<file path="src/rtl/mips_trace_pkg.sv">
// Shared definitions for the write-back commit tracer.
//   trace_state_t : capture FSM states (IDLE, RUN, FROZEN)
//   REG_ZERO      : index of the hard-wired zero register; writes to it are never traced
//   ptr_width()   : address width of a DEPTH-entry circular buffer
// The entry layout (trace_entry_t) is declared inside wb_trace_buffer because its field widths
// are bound per instance.
package mips_trace_pkg;

    typedef enum logic [1:0] {
        IDLE   = 2'd0,
        RUN    = 2'd1,
        FROZEN = 2'd2
    } trace_state_t;

    localparam int unsigned REG_ZERO = 0;

    function automatic int unsigned ptr_width(input int unsigned depth);
        return (depth > 1) ? $clog2(depth) : 1;
    endfunction

endpackage

</file>
<file path="src/rtl/trace_ram.sv">
// Entry storage for the commit tracer: DEPTH x WIDTH, one write port, one synchronous read port.
// Ports:
//   clk    : clock
//   rst_n  : asynchronous active-low reset (clears the read register only)
//   we     : write enable
//   waddr  : write address
//   wdata  : write data
//   raddr  : read address, sampled on the rising edge
//   rdata  : registered read data
// A same-edge write to the address being read is forwarded, so rdata always reflects the
// array contents after the edge.
module trace_ram #(
    parameter int unsigned WIDTH  = 32,
    parameter int unsigned DEPTH  = 16,
    parameter int unsigned ADDR_W = 4
) (
    input  logic              clk,
    input  logic              rst_n,
    input  logic              we,
    input  logic [ADDR_W-1:0] waddr,
    input  logic [WIDTH-1:0]  wdata,
    input  logic [ADDR_W-1:0] raddr,
    output logic [WIDTH-1:0]  rdata
);

    logic [WIDTH-1:0] mem [DEPTH];

    always_ff @(posedge clk) begin
        if (we) begin
            mem[waddr] <= wdata;
        end
    end

    always_ff @(posedge clk or negedge rst_n) begin
        if (!rst_n) begin
            rdata <= '0;
        end else if (we && (waddr == raddr)) begin
            rdata <= wdata;
        end else begin
            rdata <= mem[raddr];
        end
    end

endmodule

</file>
<file path="src/rtl/wb_trace_buffer.sv">
// Write-back commit tracer. Snoops WB-stage register writes and stores each commit as
// {pc, rd, data[, stamp]} in a circular buffer drained through a valid/ready port.
// Optional feature: define TRACE_TIMESTAMP_EN to add a free-running cycle stamp to every entry.
// Ports:
//   CLK, RESET       : clock, asynchronous active-low reset
//   start/stop/clear : capture control pulses (clear > stop > start)
//   wb_regwrite, wb_rd, wb_data, wb_pc_4 : WB-stage commit snoop
//   out_ready        : consumer accepts the head entry
//   out_valid, out_pc, out_rd, out_data, out_stamp : registered head entry
//   count            : entries held
//   overflow         : sticky, a commit was dropped or overwritten
//   running          : capture FSM is in RUN
module wb_trace_buffer
    import mips_trace_pkg::*;
#(
    parameter int unsigned DATA_W = 32,
    parameter int unsigned PC_W   = 32,
    parameter int unsigned RD_W   = 5,
    parameter int unsigned DEPTH  = 16,
    parameter int unsigned WRAP   = 0,
    parameter int unsigned TS_W   = 32
) (
    input  logic                   CLK,
    input  logic                   RESET,
    input  logic                   start,
    input  logic                   stop,
    input  logic                   clear,
    input  logic                   wb_regwrite,
    input  logic [RD_W-1:0]        wb_rd,
    input  logic [DATA_W-1:0]      wb_data,
    input  logic [PC_W-1:0]        wb_pc_4,
    input  logic                   out_ready,
    output logic                   out_valid,
    output logic [PC_W-1:0]        out_pc,
    output logic [RD_W-1:0]        out_rd,
    output logic [DATA_W-1:0]      out_data,
    output logic [TS_W-1:0]        out_stamp,
    output logic [$clog2(DEPTH):0] count,
    output logic                   overflow,
    output logic                   running
);

    localparam int unsigned PTR_W = ptr_width(DEPTH);
    localparam int unsigned CNT_W = PTR_W + 1;

`ifdef TRACE_TIMESTAMP_EN
    typedef struct packed {
        logic [PC_W-1:0]   pc;
        logic [RD_W-1:0]   rd;
        logic [DATA_W-1:0] data;
        logic [TS_W-1:0]   stamp;
    } trace_entry_t;
`else
    typedef struct packed {
        logic [PC_W-1:0]   pc;
        logic [RD_W-1:0]   rd;
        logic [DATA_W-1:0] data;
    } trace_entry_t;
`endif

    localparam int unsigned ENTRY_W = $bits(trace_entry_t);

    trace_state_t     state_q, state_d;
    logic [PTR_W-1:0] wr_ptr_q, wr_ptr_d;
    logic [PTR_W-1:0] rd_ptr_q, rd_ptr_d;
    logic [CNT_W-1:0] count_q, count_d;
    logic             overflow_q, overflow_d;
    logic             full, push, pop, we, rd_adv;
    trace_entry_t     wr_entry, rd_entry;

    assign full      = (count_q == CNT_W'(DEPTH));
    assign out_valid = (count_q != '0);
    assign push      = (state_q == RUN) && wb_regwrite && (wb_rd != RD_W'(REG_ZERO));
    assign pop       = out_valid && out_ready;

    always_comb begin
        state_d    = state_q;
        wr_ptr_d   = wr_ptr_q;
        rd_ptr_d   = rd_ptr_q;
        count_d    = count_q;
        overflow_d = overflow_q;
        we         = 1'b0;
        rd_adv     = 1'b0;
        if (clear) begin
            state_d    = IDLE;
            wr_ptr_d   = '0;
            rd_ptr_d   = '0;
            count_d    = '0;
            overflow_d = 1'b0;
        end else begin
            if (stop) begin
                if (state_q == RUN) begin
                    state_d = FROZEN;
                end
            end else if (start && (state_q != RUN)) begin
                state_d = RUN;
            end
            rd_adv = pop;
            if (push) begin
                if (full && !pop) begin
                    overflow_d = 1'b1;
                    if (WRAP != 0) begin
                        // Overwrite the oldest slot; the head moves past it.
                        we     = 1'b1;
                        rd_adv = 1'b1;
                    end else begin
                        state_d = FROZEN;
                    end
                end else begin
                    we = 1'b1;
                end
            end
            if (we) begin
                wr_ptr_d = wr_ptr_q + PTR_W'(1);
            end
            if (rd_adv) begin
                rd_ptr_d = rd_ptr_q + PTR_W'(1);
            end
            count_d = count_q + CNT_W'(we) - CNT_W'(rd_adv);
        end
    end

    always_ff @(posedge CLK or negedge RESET) begin
        if (!RESET) begin
            state_q    <= IDLE;
            wr_ptr_q   <= '0;
            rd_ptr_q   <= '0;
            count_q    <= '0;
            overflow_q <= 1'b0;
        end else begin
            state_q    <= state_d;
            wr_ptr_q   <= wr_ptr_d;
            rd_ptr_q   <= rd_ptr_d;
            count_q    <= count_d;
            overflow_q <= overflow_d;
        end
    end

    assign wr_entry.pc   = wb_pc_4 - PC_W'(4);
    assign wr_entry.rd   = wb_rd;
    assign wr_entry.data = wb_data;

`ifdef TRACE_TIMESTAMP_EN
    // Cycle counter; only reset clears it, clear does not.
    logic [TS_W-1:0] stamp_q;

    always_ff @(posedge CLK or negedge RESET) begin
        if (!RESET) begin
            stamp_q <= '0;
        end else begin
            stamp_q <= stamp_q + TS_W'(1);
        end
    end

    assign wr_entry.stamp = stamp_q;
    assign out_stamp      = rd_entry.stamp;
`else
    assign out_stamp = '0;
`endif

    // Reading at the next-state head address makes the RAM output register the head entry.
    trace_ram #(
        .WIDTH  (ENTRY_W),
        .DEPTH  (DEPTH),
        .ADDR_W (PTR_W)
    ) u_ram (
        .clk   (CLK),
        .rst_n (RESET),
        .we    (we),
        .waddr (wr_ptr_q),
        .wdata (wr_entry),
        .raddr (rd_ptr_d),
        .rdata (rd_entry)
    );

    assign out_pc   = rd_entry.pc;
    assign out_rd   = rd_entry.rd;
    assign out_data = rd_entry.data;
    assign count    = count_q;
    assign overflow = overflow_q;
    assign running  = (state_q == RUN);

endmodule

</file>
<file path="config.mk">
export PLATFORM = sky130hd
export DESIGN_NAME = wb_trace_buffer
export DESIGN_NICKNAME = d
export VERILOG_FILES = /design/src/rtl/mips_trace_pkg.sv /design/src/rtl/trace_ram.sv /design/src/rtl/wb_trace_buffer.sv
export SDC_FILE = /design/constraint.sdc
export NUM_CORES = 1
export LEC_CHECK = 0
export CORE_ASPECT_RATIO = 0.6
export CORE_MARGIN = 2
export CORE_UTILIZATION = 65
export DETAILED_ROUTE_END_ITERATION = 6
export GPL_ROUTABILITY_DRIVEN = 1
export PLACE_DENSITY_LB_ADDON = 0.08
export SLEW_MARGIN = 25
export SYNTH_ARGS = -nofsm -noshare
export SYNTH_HDL_FRONTEND = slang
export SYNTH_HIERARCHICAL = 1
export SYNTH_SLANG_ARGS = --single-unit
export TNS_END_PERCENT = 20
</file>
<file path="constraint.sdc">
create_clock -name CLK -period 16.8 [get_ports CLK]
set_input_delay 2.52 -clock CLK [delete_from_list [all_inputs] [get_ports CLK]]
set_output_delay 2.52 -clock CLK [all_outputs]
set_load 0.005 [all_outputs]
</file>
# Word-level counts from Yosys, hierarchy flattened
# Memory sizes are Yosys's and may differ from the RTL's. A register that Yosys moved wholly into a read port is not among the register bits.
# Index checks and enable logic that the tools add are counted.
# W data, S select, Z words.
[classes]
add_sub_neg = 5
n_eq_ne = 3
mux = 20
n_reduce_logical = 13
[op_table]
columns = ["op", "count"]
rows = [
  ["$sub A32 B3 Y32 const B", 1],
  ["$mux W4", 4],
  ["$mux W2", 6],
  ["$reduce_bool A5 Y1", 2],
  ["$mux W1", 9],
  ["$add A4 B1 Y4 const B", 2],
  ["$reduce_bool A2 Y1", 3],
  ["$add A5 B1 Y5", 1],
  ["$eq A5 B5 Y1 const B", 1],
  ["$logic_and A1 B1 Y1", 5],
  ["$mux W5", 1],
  ["$sub A5 B1 Y5", 1],
  ["$eq A2 B1 Y1 const B", 1],
  ["$logic_not A1 Y1", 2],
  ["$ne A2 B1 Y1 const B", 1],
  ["$reduce_and A2 Y1", 1],
]
[totals]
ff_bits = 16
ram_bits = 1104
elab_cells = 47
memories = 1
[mem_list]
columns = ["name", "words", "word_bits", "read_ports", "rd_clocked_by_memory_dff", "write_ports", "line_no", "source"]
rows = [
  ["u_ram.mem", 16, 69, 1, 1, 1, "trace_ram.sv:26", "logic [WIDTH-1:0] mem [DEPTH];"],
]

# Logic depth before layout (Yosys ltp)
# Gate-level depths: netlist of run 1.
[logic_depth]
word_depth = 10
depth_mapped = 15

# By module
# Netlist of run 1, hierarchy kept.
[by_module_without_submodules]
columns = ["module", "n_inst", "cells_each", "area_per_inst_um2"]
rows = [
  ["trace_ram", 1, 1859, 43864.6],
  ["wb_trace_buffer", 1, 211, 1744.2],
]

# Least setup slack after synthesis of run 1
# Ideal clock, no wire load.
[synth_path]
path_kind = "input -> register"
start = "input wb_rd[3]"
end = "memory u_ram/mem[0][0] (netlist bit) (enable)"
setup_ns = 0.581
arrival_time_ns = 8.504
setup_slack_ns = 7.715
stages = 6
path_buffers = 0
cell_sequence = "or4_1 > o211ai_1 > or2_2 > nor2_1 > or3b_2 > nor3_1"
[synth_between]
elab_chain_len = 7
[synth_rtl]
columns = ["item", "line_no", "source"]
rows = [
  ["from (decl)", "wb_trace_buffer.sv:29", "input logic [RD_W-1:0] wb_rd,"],
  ["$reduce_bool A5 Y1", "wb_trace_buffer.sv:73", "assign push = (state_q == RUN) && wb_regwrite && (wb_rd != RD_W'(REG_ZERO));"],
  ["$logic_and A1 B1 Y1", "wb_trace_buffer.sv:73", ""],
  ["$mux W1", "wb_trace_buffer.sv:99", "if (push) begin"],
  ["$mux W1 (2 in a row)", "wb_trace_buffer.sv:84", "if (clear) begin"],
  ["named net we", "wb_trace_buffer.sv:68", "logic full, push, pop, we, rd_adv;"],
  ["$mux W1", "trace_ram.sv:29", "if (we) begin"],
  ["$mux W1 (implied by the code)", "trace_ram.sv:30", "mem[waddr] <= wdata;"],
  ["to (decl)", "trace_ram.sv:26", ""],
]
# The timed path passes the listed nets, and every way through them passes these cells. The select of a mux whose other input is x is not followed.

# Worst setup path after layout of run 1
[layout_path]
start = "input wb_rd[3]"
end = "memory u_ram/mem[8][6] (netlist bit) (enable)"
# The elaborated chain is that of the path after synthesis.

==> results of run 1 <==
==> final cells by class <==
| type | count | area, sq um | share of cell area [%] |
|---|---|---|---|
| Inverter | 11 | 41.3 | 0.0797 |
| Sequential cell | 1189 | 35300 | 68.1 |
| Clock inverter | 45 | 541 | 1.04 |
| Timing Repair Buffer | 205 | 1950 | 3.77 |
| Multi-Input combinational cell | 759 | 9950 | 19.2 |
| Tap cell | 924 | 1160 | 2.23 |
| Antenna cell | 2 | 5.00 | 0.00966 |
| Clock buffer | 147 | 2860 | 5.51 |
==> path summary, 6_finish.rpt <==
| kind | slack, ns | cells after the start | startpoint | endpoint |
|---|---|---|---|---|
| worst max register to register | 11.11 | 13 | count[2]$_DFF_PN0_ | u_ram/rdata[14]$_DFF_PN0_ |
| min in group asynchronous | 1.96 | 1 | RESET | u_ram/rdata[63]$_DFF_PN0_ |
| worst max-delay path | 9.88 | 9 | wb_rd[3] | u_ram/mem[8][6]$_DFFE_PP_ |
| worst min-delay path | 0.52 | 2 | overflow$_DFFE_PN0P_ | overflow$_DFFE_PN0P_ |
| max in group asynchronous | 13.43 | 2 | RESET | u_ram/rdata[61]$_DFF_PN0_ |
| worst min register to register | 0.52 | 2 | overflow$_DFFE_PN0P_ | overflow$_DFFE_PN0P_ |
==> worst register-to-register path: stages, from the launching register on <==
cell and delay (ns):
dfrtp_1 0.40, inv_1 0.10, ha_1 0.17, or4b_2 0.69, nand2_1 0.17, nand2_1 0.11, a21oi_4 0.16, buf_4 0.76
buf_12 0.77, buf_4 1.11, mux4_2 0.52, a22oi_1 0.26, nand2_1 0.09, mux2_2 0.27
==> cell usage after synthesis (6+ instances only) <==
master / count / area, sq um
o21ai_0: 6 / 30.0
mux4_2: 277 / 6240
ha_1: 9 / 113
buf_1: 9 / 33.8
nor3_1: 9 / 45.0
dfrtp_1: 85 / 2130
nor2_1: 31 / 116
xor2_1: 24 / 210
nand3_1: 8 / 40.0
nor2b_1: 6 / 37.5
buf_4: 46 / 345
inv_1: 11 / 41.3
mux2_2: 69 / 777
or4_1: 9 / 67.6
or3_1: 7 / 43.8
clkbuf_1: 59 / 221
buf_6: 6 / 67.6
nand2_1: 78 / 293
a22oi_1: 136 / 1020
edfxtp_1: 1104 / 33200
buf_2: 22 / 110
a21oi_1: 10 / 50.1
xnor2_1: 11 / 96.3
==> report_power, final <==
part	internal, mW	leakage (nW)	switching, mW	total [mW]
clock network	1.37	1.66	1.03	2.40
registers	3.31	10.9	0.0465	3.36
logic	0.657	3.85	0.532	1.19
==> through the flow <==
stage	hold slack [ns]	power, mW	util, %
final	0.523	6.94	74.4
after global routing	0.569	7.19	74.4
after CTS	0.522	6.99	74.2
after detailed placement	0.513	4.62	69.3
after global placement	0.511	4.60	69.2
after floorplan	0.511	4.26	-
==> state kept, by name (all words and copies together), names as in the netlist <==
signal	flops
u_ram/mem	1104
u_ram/rdata	69
count	5
rd_ptr_q	4
wr_ptr_q	4
state_q	2
overflow	1
==> per-layer routing <==
layer | wire (um) | up-vias
li1 | - | 8947
met1 | 42000 | 11770
met2 | 48300 | 1184
met3 | 11000 | 144
met4 | 1940 | 2
met5 | 12 | -
==> cells by family after synthesis <==
| kind of cell | after synthesis |
|---|---|
| flip-flops | 1189 |
| XOR/XNOR | 35 |
| AO/OA/AOI/OAI | 158 |
| adder cells (fa/ha/maj) | 10 |
| other | 1 |
| buffers and inverters | 153 |
| AND/OR/NAND/NOR | 178 |
| multiplexers | 346 |
==> results.txt, run 1 <==
----------------------------------------------------
[Status]
  Run status ... finished clean

[Logic synthesis]
  Synth Area in Compound Gates ... 2.51%
  Number of enable-type register cells in the synthesized netlist ... 1104
  Post-synthesis cell type count ... 44
  Synthesis Warnings ... 6
  Xor/xnor share of the synthesized area ... 0.672%
  Avg Inst Size Synth ... 22.0 sq um
  Multiplexer share of the synthesized area ... 15.4%
  Basic-gate share of the synthesized area counting and, or, nand and nor cells ... 1.99%
  Main synth FF type ... edfxtp_1
  Total of flip-flops plus latches after synthesis ... 1189
  Share of synthesized flip-flops with an asynchronous set or reset ... 7.15%
  Main combinational cell family by area after synthesis ... multiplexers
  Mapped cell area ... 45600 sq um
  Sequential-to-total area share from yosys stat ... 77.4%
  Adder-cell area share of the yosys netlist ... 0.291%
  Count of mapped cells out of synthesis ... 2070

[Global routing]
  Global-route usage over all layers ... 29.1%
  Initial antenna violation count ... 1
  GRT overflow ... 0
  Global-route wire length before repair ... 150000 um
  Most utilized layer in the global route result ... met1
  Largest net degree at the start of global routing ... 150
  Met3 track demand over resource ... 5.93%
  Met1 track utilization from global routing ... 45.8%
  Vias in the first global route ... 22085
  Met2 layer usage reported by global route ... 43.4%

[Routing]
  Length of the first detailed-routing pass in iterations ... 7
  Average wire per cell in the routed design ... 31.4 um
  Sum of routed wire length over all layers ... 103000 um
  ANT nets after route ... 0
  First DRT Iteration DRCs ... 3100
  Via count ... 22047
  Via-per-instance ratio ... 6.72
  DRC violations left ... 0

[Critical path]
  CP Class ... in -> reg
  Highest cell delay on the worst timing path ... 0.88 ns
  Series of cell instances along the critical path ... clkdlybuf4s50_1 -> or4_1 -> o211ai_1 -> or2_2 -> nor2_1 -> nand3b_1 -> nor3_2 -> buf_4 -> buf_4
  Crit-path slowest cell ... clkdlybuf4s50_1
  Cell family with most CP delay ... buffers and inverters
  Maximum fanout along the worst path ... 42
  Critical path buffer and inverter count ... 3
  Data arrival time of the critical path ... 7.21 ns
  Kind of start point of the critical path ... input port
  Critical Path RT ... 17.08 ns
  CP Capture Type ... flip-flop
  Most common cell type on the critical path ... buf_4

[Place]
  Pre-CTS setup slack ... 9.29 ns
  Placer Congestion ... 0.770
  Port bufs ... 152
  Number of cells in the design after placement ... 3088
  HPWL Detailed ... 51800 um
  Post-place instance area ... 48300 sq um

[Clock tree]
  Post-CTS resize count ... 0
  Clock tree buffer depth ... 3
  Clock slew at the register clock pins of the worst setup and hold paths ... 0.06 ns
  Clock latency at the later pin of the worst-skew pair ... 0.68 ns
  Inserted Clock Buffers ... 102
  H-tree Lvls ... 3
  Clock tree root buffer cell ... clkbuf_16
  TritonCTS sink count ... 1189
  CTS tree ... built
  Hold-fix buffer count after cts ... 0
  Setup Fix Bufs, Post-CTS ... 0

[Cells and area]
  Area growth from synthesis to layout ... 13.5%
  Fillers ... 3817
  Commonest non-fill, non-tap cell in the layout ... edfxtp_1
  Post-route cell area ... 51800 sq um
  Most frequent cells in the layout ... 1104 x edfxtp_1, 277 x mux4_2, 151 x clkdlybuf4s50_1
  Final standard cell count with taps included and fillers excluded ... 3282
  Proportion of layout cells with a drive suffix above 1 ... 25.8%
  Number of nets in the finished design ... 2354

[Die]
  Number of top-level design ports ... 185
  Total core area ... 69600 sq um
  Overall die height ... 209 um
  Die area ... 72400 sq um
  Chip Width ... 346 um
  Initial Utilization ... 65.5%
  # rows ... 75

[STA]
  RSZ-0062 raised after global routing ... no
  Slew at the pin closest to its max-slew limit ... 1.05 ns
  Post-Route Skew ... 0.0276 ns
  Worst relative slew slack ... 30.2%
  Count of final setup violators ... 0
  Final setup margin ... 9.88 ns
  Ratio of final minimum period to clock period ... 41.2%
  Count of endpoints failing hold in the final timing report ... 0
  Maximum clock frequency ... 0.144 GHz
  Period minus WS final ... 6.92 ns
  Total count of max-transition violations in the final report ... 0
  Aggregate negative setup slack ... 0 ns

[Pwr]
  Power density cells ... 134 nW/um^2
  Reported leakage power ... 16.4 nW
  VDD IR-drop max ... 0.0871 mV

[Flow run]
  Max-Cap Viols ... 0

[Hold path]
  Min-Delay Path Class ... reg -> reg

----------------------------------------------------
(Power assumes the default switching activity.)
==> run 2, diff against run 1 <==
- CORE_UTILIZATION: 65 -> 55
- clock period: 16.8 -> 6 ns (I/O delays scaled with it)
==> run 2 against run 1 <==
Effect of this change: clock power increased to 2.9 times the previous value; total power rose to 2.9 times the previous value; cell count grew 6.4%; register-to-register slack lost 9.3 ns; largest cell class unchanged.
==> results.txt, run 2 (synthesis gave the netlist of run 1 again) <==
----------------------------------------------------
[Clock tree]
  Hold-fix buffer count after cts ... 0 (unchanged)
  H-tree Lvls ... 3 (unchanged)
  Clock slew at the register clock pins of the worst setup and hold paths ... 0.07 ns (about the same)
  Post-CTS resize count ... 0 (unchanged)
  Clock tree buffer depth ... 3 (unchanged)
  TritonCTS sink count ... 1189 (unchanged)
  Clock latency at the later pin of the worst-skew pair ... 0.69 ns (about the same)
  Clock tree root buffer cell ... clkbuf_16
  Inserted Clock Buffers ... 104 (+2.0%)
  Setup Fix Bufs, Post-CTS ... 0 (unchanged)
  CTS tree ... built

[Critical path]
  Maximum fanout along the worst path ... 15 (-64%)
  Crit-path slowest cell ... nor2_4
  Start point of the critical path ... count[3]$_DFF_PN0_
  Kind of start point of the critical path ... flip-flop
  Cell family with most CP delay ... simple AND/OR/NAND/NOR gates
  Critical path buffer and inverter count ... 3 (unchanged)
  Most common cell type on the critical path ... nand2_1
  Highest cell delay on the worst timing path ... 0.70 ns (-0.18 ns)
  Critical Path RT ... 6.55 ns (-10.53 ns)
  CP Class ... reg -> reg
  Number of cells on the worst reg-to-reg path ... 12 (-1)
  Worst reg-to-reg setup slack ... 1.78 ns (-9.33 ns)
  CP Capture Type ... flip-flop
  Data arrival time of the critical path ... 4.77 ns (-2.44 ns)
  Launch point of the worst reg-to-reg path ... count[3]$_DFF_PN0_
  Series of cell instances along the critical path ... inv_1 -> ha_1 -> or4b_2 -> nand2_1 -> xor2_1 -> nor2_4 -> buf_12 -> buf_4 -> mux4_2 -> a22oi_1 -> nand2_1 -> mux2_2
  Termination of the worst setup path ... u_ram/rdata[28]$_DFF_PN0_
  Logic depth of the worst path, buffers included ... 12 (+3)
  FF-to-FF End ... u_ram/rdata[28]$_DFF_PN0_

[STA]
  RSZ-0062 raised after global routing ... no
  Count of endpoints failing hold in the final timing report ... 0 (unchanged)
  Maximum clock frequency ... 0.237 GHz
  Worst relative slew slack ... 31.9% (+1.7 points)
  Aggregate negative setup slack ... 0 ns (unchanged)
  Ratio of final minimum period to clock period ... 70.4%
  Period minus WS final ... 4.22 ns
  Min Hold Slack ... 0.278 ns (-0.245 ns)
  Slew at the pin closest to its max-slew limit ... 1.02 ns (-0.0256 ns)
  Total count of max-transition violations in the final report ... 0 (unchanged)
  Post-Route Skew ... 0.0295 ns (+0.00188 ns)
  Final setup margin ... 1.78 ns (-8.10 ns)
  Count of final setup violators ... 0 (unchanged)

[Hold path]
  Min-Delay Path Class ... in -> async

[Cells and area]
  Proportion of layout cells with a drive suffix above 1 ... 27.9% (+2.1 points)
  Area of the multi-input gates ... 9880 sq um (-0.77%)
  Fillers ... 5336 (+40%)
  Total area of sequential cells ... 35300 sq um (unchanged)
  Commonest non-fill, non-tap cell in the layout ... edfxtp_1
  Number of nets in the finished design ... 2406 (+2.2%)
  Area growth from synthesis to layout ... 15.6%
  Largest register FFs ... 1104 (unchanged)
  Reg with most FFs ... u_ram/mem
  Final standard cell count with taps included and fillers excluded ... 3492 (+6.4%)
  Post-route cell area ... 52700 sq um (+1.8%)
  Most frequent cells in the layout ... 1104 x edfxtp_1, 277 x mux4_2, 151 x clkdlybuf4s50_1
  Post-layout utilization of the core ... 64.5% (-9.9 points)

[Routing]
  DRC violations left ... 0 (unchanged)
  Length of the first detailed-routing pass in iterations ... 5 (-2)
  Via count ... 21852 (-0.88%)
  Via-per-instance ratio ... 6.26 (-6.8%)
  Sum of routed wire length over all layers ... 103000 um (-0.12%)
  First DRT Iteration DRCs ... 2443 (-21%)
  Average wire per cell in the routed design ... 29.5 um (-6.1%)
  ANT nets after route ... 0 (unchanged)

[Pwr]
  VDD IR-drop max ... 0.271 mV (+210%)
  Reported leakage power ... 16.8 nW (+2.4%)
  Power density cells ... 377 nW/um^2 (+180%)
  Overall Power ... 19.9 mW (+190%)

[Die]
  Die area ... 85300 sq um (+18%)
  # rows ... 81 (+8.0%)
  Overall die height ... 227 um (+8.5%)
  Initial Utilization ... 55.8% (-9.7 points)
  Chip Width ... 376 um (+8.6%)
  Number of top-level design ports ... 185 (unchanged)
  Total core area ... 81800 sq um (+17%)

[Global routing]
  Largest net degree at the start of global routing ... 61 (-59%)
  Vias in the first global route ... 22114 (+0.13%)
  GRT overflow ... 0 (unchanged)
  Global-route wire length before repair ... 151000 um (+0.86%)
  Global-route usage over all layers ... 24.6% (-4.5 points)
  Initial antenna violation count ... 1 (unchanged)

[Place]
  Pre-CTS setup slack ... 1.25 ns (-8.04 ns)
  HPWL Detailed ... 58300 um (+13%)
  Port bufs ... 152 (unchanged)
  Number of cells in the design after placement ... 3293 (+6.6%)
  Placer Congestion ... 0.758 (-1.5%)
  Post-place instance area ... 49100 sq um (+1.7%)

[Flow run]
  Max-Cap Viols ... 0 (unchanged)

[Status]
  Run status ... finished clean

----------------------------------------------------
## run 2: cell count changes in the layout (fill, tap and decap cells not counted), sizes merged
| cell | before | now |
|---|---|---|
| buf | 54 | 104 |
| clkbuf | 147 | 152 |
| bufinv | 12 | 8 |
| clkinv | 27 | 31 |
| clkinvlp | 2 | 5 |
| inv | 15 | 12 |
## run 2: worst min-delay path by stage
stage | from | end | slack (ns)
detailed placement | overflow$_DFFE_PN0P_ | overflow$_DFFE_PN0P_ | 0.53
floorplan | overflow$_DFFE_PN0P_ | overflow$_DFFE_PN0P_ | 0.51
CTS | RESET | u_ram/rdata[62]$_DFF_PN0_ | 0.28
global placement | overflow$_DFFE_PN0P_ | overflow$_DFFE_PN0P_ | 0.50
global route | RESET | u_ram/rdata[63]$_DFF_PN0_ | 0.28
finish | RESET | u_ram/rdata[63]$_DFF_PN0_ | 0.28
## run 2: per-layer routing
metal / GRT usage (%) / part of all wire [%] / vias up / wire length (um)
met5: 0 / 0.0068 / - / 7
met4: 4.46 / 1.5 / 2 / 1510
met3: 5.73 / 8.7 / 121 / 8970
met2: 35.9 / 45 / 931 / 46400
met1: 38.9 / 45 / 11734 / 46200
li1: - / - / 9064 / -
## run 2: layout make-up
| class | count | share of cell area, % |
|---|---|---|
| diodes | 2 | 0.00949 |
| clock buffers | 152 | 5.93 |
| clock inverters | 45 | 0.842 |
| inverters | 11 | 0.0783 |
| multi-input cells | 759 | 18.7 |
| flip-flops and latches | 1189 | 66.9 |
| well taps | 1079 | 2.56 |
| repair buffers | 255 | 4.96 |
## run 2: report_power, final
group	internal [mW]	total, mW	switching (mW)
sequential	9.27	9.38	0.113
clock	3.96	6.89	2.93
combinational	1.97	3.60	1.63
total	15.2	19.9	4.68
